$ cat src/rtl/ped_request_ctrl.sv
// Pedestrian request stage: synchronises and debounces the crossing button, then
// holds a req/ack request towards traffic_light while tracking wait time and crossings.
module ped_request_ctrl #(
   parameter int DEBOUNCE_CYCLES = 4,
   parameter int MAX_WAIT        = 100,
   parameter int CNT_W           = 8
) (
   input  logic             clk,
   input  logic             rst,
   input  logic             btn_raw,
   input  logic             ped_ack,
   input  logic             walk_done,
   output logic             ped_req,
   output logic             ped_urgent,
   output logic             pending,
   output logic [CNT_W-1:0] wait_cnt,
   output logic [7:0]       req_count,
   output logic [1:0]       dbg_state
);

   // Handshake: ped_req is a level held from the REQUEST entry until the cycle
   // ped_ack is sampled high; walk_done is a 1-cycle pulse honoured only in SERVING.

   localparam int DB_W = $clog2(DEBOUNCE_CYCLES + 1);
   localparam logic [DB_W-1:0]  DB_LAST  = DB_W'(DEBOUNCE_CYCLES - 1);
   localparam logic [CNT_W-1:0] WAIT_MAX = CNT_W'(MAX_WAIT);

   typedef enum logic [1:0] {
      S_IDLE    = 2'd0,
      S_REQUEST = 2'd1,
      S_SERVING = 2'd2
   } state_t;

   state_t            r_state;
   state_t            w_next_state;
   logic              r_sync1;
   logic              r_sync2;
   logic              r_db;
   logic [DB_W-1:0]   r_db_cnt;
   logic              r_press;
   logic              r_queued;
   logic [CNT_W-1:0]  r_wait_cnt;
   logic [7:0]        r_req_count;
   logic              w_db_flip;
   logic              w_walk_done_taken;

   // The level flips on the DEBOUNCE_CYCLES-th consecutive mismatching sample.
   assign w_db_flip = (r_sync2 != r_db) && (r_db_cnt == DB_LAST);
   assign w_walk_done_taken = (r_state == S_SERVING) && walk_done;

   always_ff @(posedge clk) begin
      if (rst) begin
         r_sync1  <= 1'b0;
         r_sync2  <= 1'b0;
         r_db     <= 1'b0;
         r_db_cnt <= '0;
         r_press  <= 1'b0;
      end else begin
         r_sync1 <= btn_raw;
         r_sync2 <= r_sync1;
         r_press <= w_db_flip && !r_db;
         if (r_sync2 == r_db) begin
            r_db_cnt <= '0;
         end else if (w_db_flip) begin
            r_db     <= ~r_db;
            r_db_cnt <= '0;
         end else begin
            r_db_cnt <= r_db_cnt + 1'b1;
         end
      end
   end

   always_ff @(posedge clk) begin
      if (rst) begin
         r_state <= S_IDLE;
      end else begin
         r_state <= w_next_state;
      end
   end

   always_comb begin
      w_next_state = r_state;
      case (r_state)
         S_IDLE:    if (r_press) w_next_state = S_REQUEST;
         S_REQUEST: if (ped_ack) w_next_state = S_SERVING;
         S_SERVING: begin
            if (walk_done) begin
               w_next_state = (r_queued || r_press) ? S_REQUEST : S_IDLE;
            end
         end
         default:   w_next_state = S_IDLE;
      endcase
   end

   always_ff @(posedge clk) begin
      if (rst) begin
         r_queued    <= 1'b0;
         r_wait_cnt  <= '0;
         r_req_count <= '0;
      end else begin
         if (w_walk_done_taken) begin
            r_queued <= 1'b0;
         end else if ((r_state == S_SERVING) && r_press) begin
            r_queued <= 1'b1;
         end
         // Counting only while staying in REQUEST clears on ack and restarts on re-entry.
         if ((r_state == S_REQUEST) && (w_next_state == S_REQUEST)) begin
            if (r_wait_cnt != WAIT_MAX) r_wait_cnt <= r_wait_cnt + 1'b1;
         end else begin
            r_wait_cnt <= '0;
         end
         if (w_walk_done_taken) r_req_count <= r_req_count + 8'd1;
      end
   end

   always_comb begin
      ped_req    = 1'b0;
      pending    = 1'b0;
      ped_urgent = 1'b0;
      case (r_state)
         S_REQUEST: begin
            ped_req    = 1'b1;
            pending    = 1'b1;
            ped_urgent = (r_wait_cnt == WAIT_MAX);
         end
         S_SERVING: pending = r_queued;
         default:   ;
      endcase
   end

   assign wait_cnt  = r_wait_cnt;
   assign req_count = r_req_count;
   assign dbg_state = r_state;

endmodule

$ cat config.mk
export PLATFORM = sky130hd
export DESIGN_NAME = ped_request_ctrl
export DESIGN_NICKNAME = d
export VERILOG_FILES = /design/src/rtl/ped_request_ctrl.sv
export SDC_FILE = /design/constraint.sdc
export NUM_CORES = 1
export LEC_CHECK = 0
export BUFFER_PORTS_ARGS = -buffer_cell sky130_fd_sc_hd__buf_2
export CAP_MARGIN = 5
export CELL_PAD_IN_SITES_DETAIL_PLACEMENT = 1
export CELL_PAD_IN_SITES_GLOBAL_PLACEMENT = 1
export CORE_MARGIN = 1
export CORE_UTILIZATION = 35
export DETAILED_ROUTE_END_ITERATION = 8
export PLACE_DENSITY_LB_ADDON = 0.1
export REMOVE_ABC_BUFFERS = 1
export SLEW_MARGIN = 20
export SYNTH_ARGS = -nofsm -noshare
export SYNTH_HDL_FRONTEND = slang
export SYNTH_SLANG_ARGS = --single-unit
$ cat constraint.sdc
create_clock -name clk -period 1.7 [get_ports clk]
set_input_delay 0.17 -clock clk [delete_from_list [all_inputs] [get_ports clk]]
set_output_delay 0.17 -clock clk [all_outputs]
set_load 0.02 [all_outputs]
# Word level (Yosys, flattened, before mapping)
# Index checks and enable logic that the tools add are counted.
[totals] input_bits=5 word_cells=43 reg_bits=26
[classes] n_mux=8 eq_ne=8 n_addsub=3 n_bitwise=3 n_reduce_logical=12
[ops] operator="8-bit by 1-bit adder with 8-bit output, second input constant" n=2
[ops] operator="8-bit by 7-bit == test with 1-bit output, second input constant" n=1
[ops] operator="8-bit by 7-bit != test with 1-bit output, second input constant" n=1
[ops] operator="2-bit two-way mux" n=3
[ops] operator="2-bit case mux with 3 select lines" n=1
[ops] operator="1-bit logical AND" n=5
[ops] operator="2-bit by 1-bit == test with 1-bit output, second input constant" n=2
[ops] operator="2-bit OR reduction" n=2
[ops] operator="3-bit by 1-bit adder with 3-bit output, second input constant" n=1
[ops] operator="3-bit by 2-bit == test with 1-bit output, second input constant" n=1
[ops] operator="1-bit two-way mux" n=3
[ops] operator="1-bit NOT" n=3
[ops] operator="3-bit OR reduction" n=1
[ops] operator="2-bit == test, second input constant" n=1
[ops] operator="2-bit logical NOT" n=1
[ops] operator="1-bit case mux with 2 select lines" n=1
[ops] operator="2-bit AND reduction" n=1
[ops] operator="1-bit == test" n=1
[ops] operator="1-bit logical NOT" n=1
[ops] operator="1-bit logical OR" n=1
[ops] operator="1-bit != test" n=1

# Depth between registers and ports, before layout
[depth] depth_word=8 mapped_depth=7

# Worst setup path after synthesis
# Ideal clock, no wire load.
[synth_path] path_type="reg-to-reg" from="reg r_state[0] (netlist: dbg_state[0])" to="reg r_wait_cnt[3] (netlist: wait_cnt[3])" slack_ps=-38 t_arrival_ps=1607 stages_incl_launch_ff=7 path_cell_list="dfxtp_1 inv_1 ha_1 nor2b_4 o31a_1 o2111ai_4 nor3_2"
[synth_between] elab_chain_len=6 elab_cells_between_ends=11
[synth_rtl] item="from (decl)" line="34" rtl="state_t r_state;"
[synth_rtl] item="from (signal assigned)" line="77" rtl="r_state <= w_next_state;"
[synth_rtl] item="2-bit == test, or another cell as far along" line="83" rtl="case (r_state)"
[synth_rtl] item="2-bit case mux with 3 select lines" line="83"
[synth_rtl] item="2-bit by 1-bit == test with 1-bit output" line="107" rtl="if ((r_state == S_REQUEST) && (w_next_state == S_REQUEST)) begin"
[synth_rtl] item="1-bit logical AND (*)" line="107"
[synth_rtl] item="1-bit NOT (no source line) (*)"
[synth_rtl] item="2-bit OR reduction (no source line) (*)"
[synth_rtl] item="to (signal assigned)" line="108" rtl="if (r_wait_cnt != WAIT_MAX) r_wait_cnt <= r_wait_cnt + 1'b1;"
[synth_rtl] item="to (decl)" line="42" rtl="logic [CNT_W-1:0] r_wait_cnt;"
# Every way passes the cells marked *; elsewhere a longest branch is shown, timed or not.
# A chain may end at the register's enable or synchronous reset.

# Final worst setup path
[layout_path] from="reg r_wait_cnt[0] (netlist: wait_cnt[0])" to="out ped_urgent"
[layout_between] elab_chain_len=2
[layout_rtl] item="8-bit by 7-bit == test with 1-bit output" line="124" rtl="ped_urgent = (r_wait_cnt == WAIT_MAX);"
[layout_rtl] item="1-bit two-way mux" line="120" rtl="case (r_state)"
[layout_rtl] item="to (decl)" line="14" rtl="output logic ped_urgent,"
# Every way passes these cells.

==> run_results.csv <==
group,metric,value,unit
run_status,outcome,"completed",
final_layout,fin_nets,175,
sta,clock_skew,0.00824,ns
cts,ctsHoldBuffers,0,
setup_path,worst_ep_required_time,1.53,ns
global_routing,grt_pass1_wl,4080,um
global_routing,antenna_found_initial,0,
synthesis,synthSimpleGateAreaFrac,23.4,%
placed_design,io_buffers,25,
sta,hold_violations,0,
final_layout,syn2layout_area_growth,26.2,%
flow_run,maxCapViolations,0,
global_routing,grt_max_degree,17,
hold_path,hp-class,"in -> reg",
synthesis,ys_warn_count,0,
cts,cts_tree,"built",
sta,tightest_slew,0.302,ns
cts,cts.sinks,26,
cts,numCtsBuffers,3,
synthesis,synth_compound_area_share,8.38,%
sta,period_needed,1.63,ns
synthesis,ys_ff_latch,26,
routing,first_pass_iters,3,
final_layout,mostFrequentLayoutCells,"nor2_1, buf_2, dfxtp_1",
final_layout,finish.utilization,46.5,%
final_layout,diodes,0,
synthesis,synth_mux_area_share,2.42,%
global_routing,grt_usage,14.6,%
pwr,power_density,672,nW/um2
synthesis,synth.avg_cell_area,9.99,um2
setup_path,critPathTopFamily,"simple AND/OR/NAND/NOR gates",
setup_path,crit_path_start_kind,"register",
die,initial_utilization,36.8,%
cts,htree_levels,1,
placed_design,gp_congestion,0.695,
routing,wl,2530,um
routing,drc_errors,0,
cts,clk_pin_slew,0.14,ns
synthesis,synthesis.area,1240,um2
routing,vias_per_cell,4.67,
sta,rsz0062_at_grt,"yes",
synthesis,synth_top_family_by_area,"simple AND/OR/NAND/NOR gates",
sta,tns,0,ns
pwr,switchingPower,193,uW
setup_path,crit_slowest_cell,"dfxtp_2",
routing,routedWlPerCell,12.4,um
setup_path,crit_arrival,1.46,ns
final_layout,design_area,1560,um2
cts,cts-root-buf,"clkbuf_4",
synthesis,synthAdderAreaFrac,10.1,%
pwr,cellLeakagePower,0.000672,uW
routing,via_count,958,
synthesis,yosys.area.top_type,"dfxtp_1",
die,core,3360,um2
placed_design,placed_area,1440,um2
die,placementRows,21,
pwr,switching_share,18.4,%
synthesis,yosys.area.top_type_share,42.0,%
synthesis,yosysSeqAreaShare,42.0,%
cts,clock_latency,0.32,ns
pwr,power_frac_comb,1.6,%
setup_path,cp.buffers_inverters,2,
cts,cts_buffer_depth,2,
die,die_h,61.5,um
die,dieArea,3780,um2
die,chipWidth,61.5,um
setup_path,slowest_delay,0.35,ns
final_layout,layout-drive-gt1-share,34.0,%
routing,ant_nets,0,
setup_path,crit_type,"reg -> out",
setup_path,cp_max_fo,2,
pwr,ir_drop,0.432,mV
placed_design,dp_hpwl,1870,um
synthesis,synth_area_leaders,"dfxtp_1, ha_1, nor2_1",
die,boundaryPins,26,
sta,fin_crit_sh,96.1,%
sta,setup_viol,0,
pwr,clockPowerShare,39.9,%
sta,maxSlewHeadroom,79.9,%
synthesis,synth_xor_area_share,10.6,%
setup_path,cp_cell_sequence,"inv_2 -> ha_4 -> nand4_4 -> nor4_4 -> and2_4 -> buf_6",
setup_path,critPathCaptureType,"output port",
sta,clock.fmax,0.612,GHz
synthesis,synth_cell_types,29,
sta,slew_violations,0,
routing,drt_iter0_markers,27,
global_routing,grt-ovfl-total,0,
global_routing,grt_pass1_vias,925,
pwr,p_int,857,uW
pwr,seq_power_share,58.4,%
synthesis,syn_inst,124,
## cell usage after synthesis
library cell / number
a21o_1: 2
a21oi_1: 2
and2_1: 2
and3_1: 2
buf_6: 1
clkbuf_1: 1
dfxtp_1: 26
ha_1: 10
inv_1: 6
mux2i_1: 3
nand2_1: 5
nand3_1: 3
nand4_1: 4
nand4_2: 1
nor2_1: 23
nor2b_1: 5
nor2b_4: 1
nor3_1: 3
nor3_2: 1
nor4_4: 1
nor4bb_1: 1
o2111ai_4: 1
o21a_1: 1
o21a_4: 1
o31a_1: 1
o31ai_4: 1
or3_1: 1
xnor2_1: 6
xor2_1: 9
## per-stage QoR
step | hold WS (ns) | total power [uW] | setup slack [ns] | std cells
global route | 0.0525 | 1090 | -0.0313 | 205
finish | 0.0567 | 1050 | 0.0669 | 205
detailed placement | 0.389 | 644 | 0.0614 | 197
CTS | 0.0438 | 1070 | -0.0173 | 205
global placement | 0.385 | 643 | 0.0937 | 197
floorplan | 0.242 | 632 | -0.0384 | 122
## worst register-to-register path, delay by kind of cell (launching register included)
family / cells / cell delay, ns
AOI/OAI and AO/OA: 2 / 0.59
adders and majority gates: 1 / 0.20
buffers and inverters: 1 / 0.14
DFF: 1 / 0.34
and+or+nand+nor: 2 / 0.22
## power groups by stage
stage,registers (uW),logic [uW],clock network (uW)
after detailed placement,627,17.0,0
final,614,17.1,419
after global placement,627,16.4,0
after global routing,615,18.8,461
after CTS,614,17.3,441
after floorplan,627,5.43,0
## path summary, 6_finish.rpt
check	from	endpoint	slack, ns	cells past startpoint
setup / recovery	wait_cnt[0]$_SDFFE_PP0P_	ped_urgent	0.07	6
hold / removal	btn_raw	r_sync1$_SDFF_PP0_	0.06	2
setup reg to reg	dbg_state[0]$_SDFF_PP0_	wait_cnt[4]$_SDFFE_PP0P_	0.10	6
hold reg to reg	r_db_cnt[0]$_SDFF_PP0_	r_db_cnt[0]$_SDFF_PP0_	0.44	1
## area by class of cell
| cell class | instances | area, um2 |
|---|---|---|
| Multi-Input combinational cell | 90 | 711 |
| Fill cell | 417 | 1800 |
| Tap cell | 46 | 57.6 |
| Timing Repair Buffer | 33 | 194 |
| Clock buffer | 3 | 22.5 |
| Inverter | 6 | 22.5 |
| Sequential cell | 26 | 526 |
| Clock inverter | 1 | 30.0 |
## layer usage
metal	vias up	share of wire, %	track usage, %
li1	482	-	-
met3	2	2.5	1.89
met1	458	47	18.0
met4	0	0.95	4.76
met2	16	49	26.3
met5	-	0	0
## registers in the layout (all words and copies together), names as in the netlist
| name | count |
|---|---|
| r_sync2 | 1 |
| r_db | 1 |
| r_db_cnt | 3 |
| wait_cnt | 8 |
| req_count | 8 |
| r_queued | 1 |
| r_sync1 | 1 |
| dbg_state | 2 |
| r_press | 1 |
## cells by family (layout without fill, tap and decap cells)
logic type	after synthesis	in the layout
mux	3	3
fa+ha+maj	10	10
flops	26	26
simple gates	53	53
compound gates	9	9
buf+inv	8	43
xor+xnor	15	15
## what timing repair did
action,in CTS,in global routing
setup endpoints to repair,2,10
gates cloned,0,0
pin swaps,3,3
buffers inserted,4,0
gates resized for setup,10,5
(Power assumes the default switching activity.)
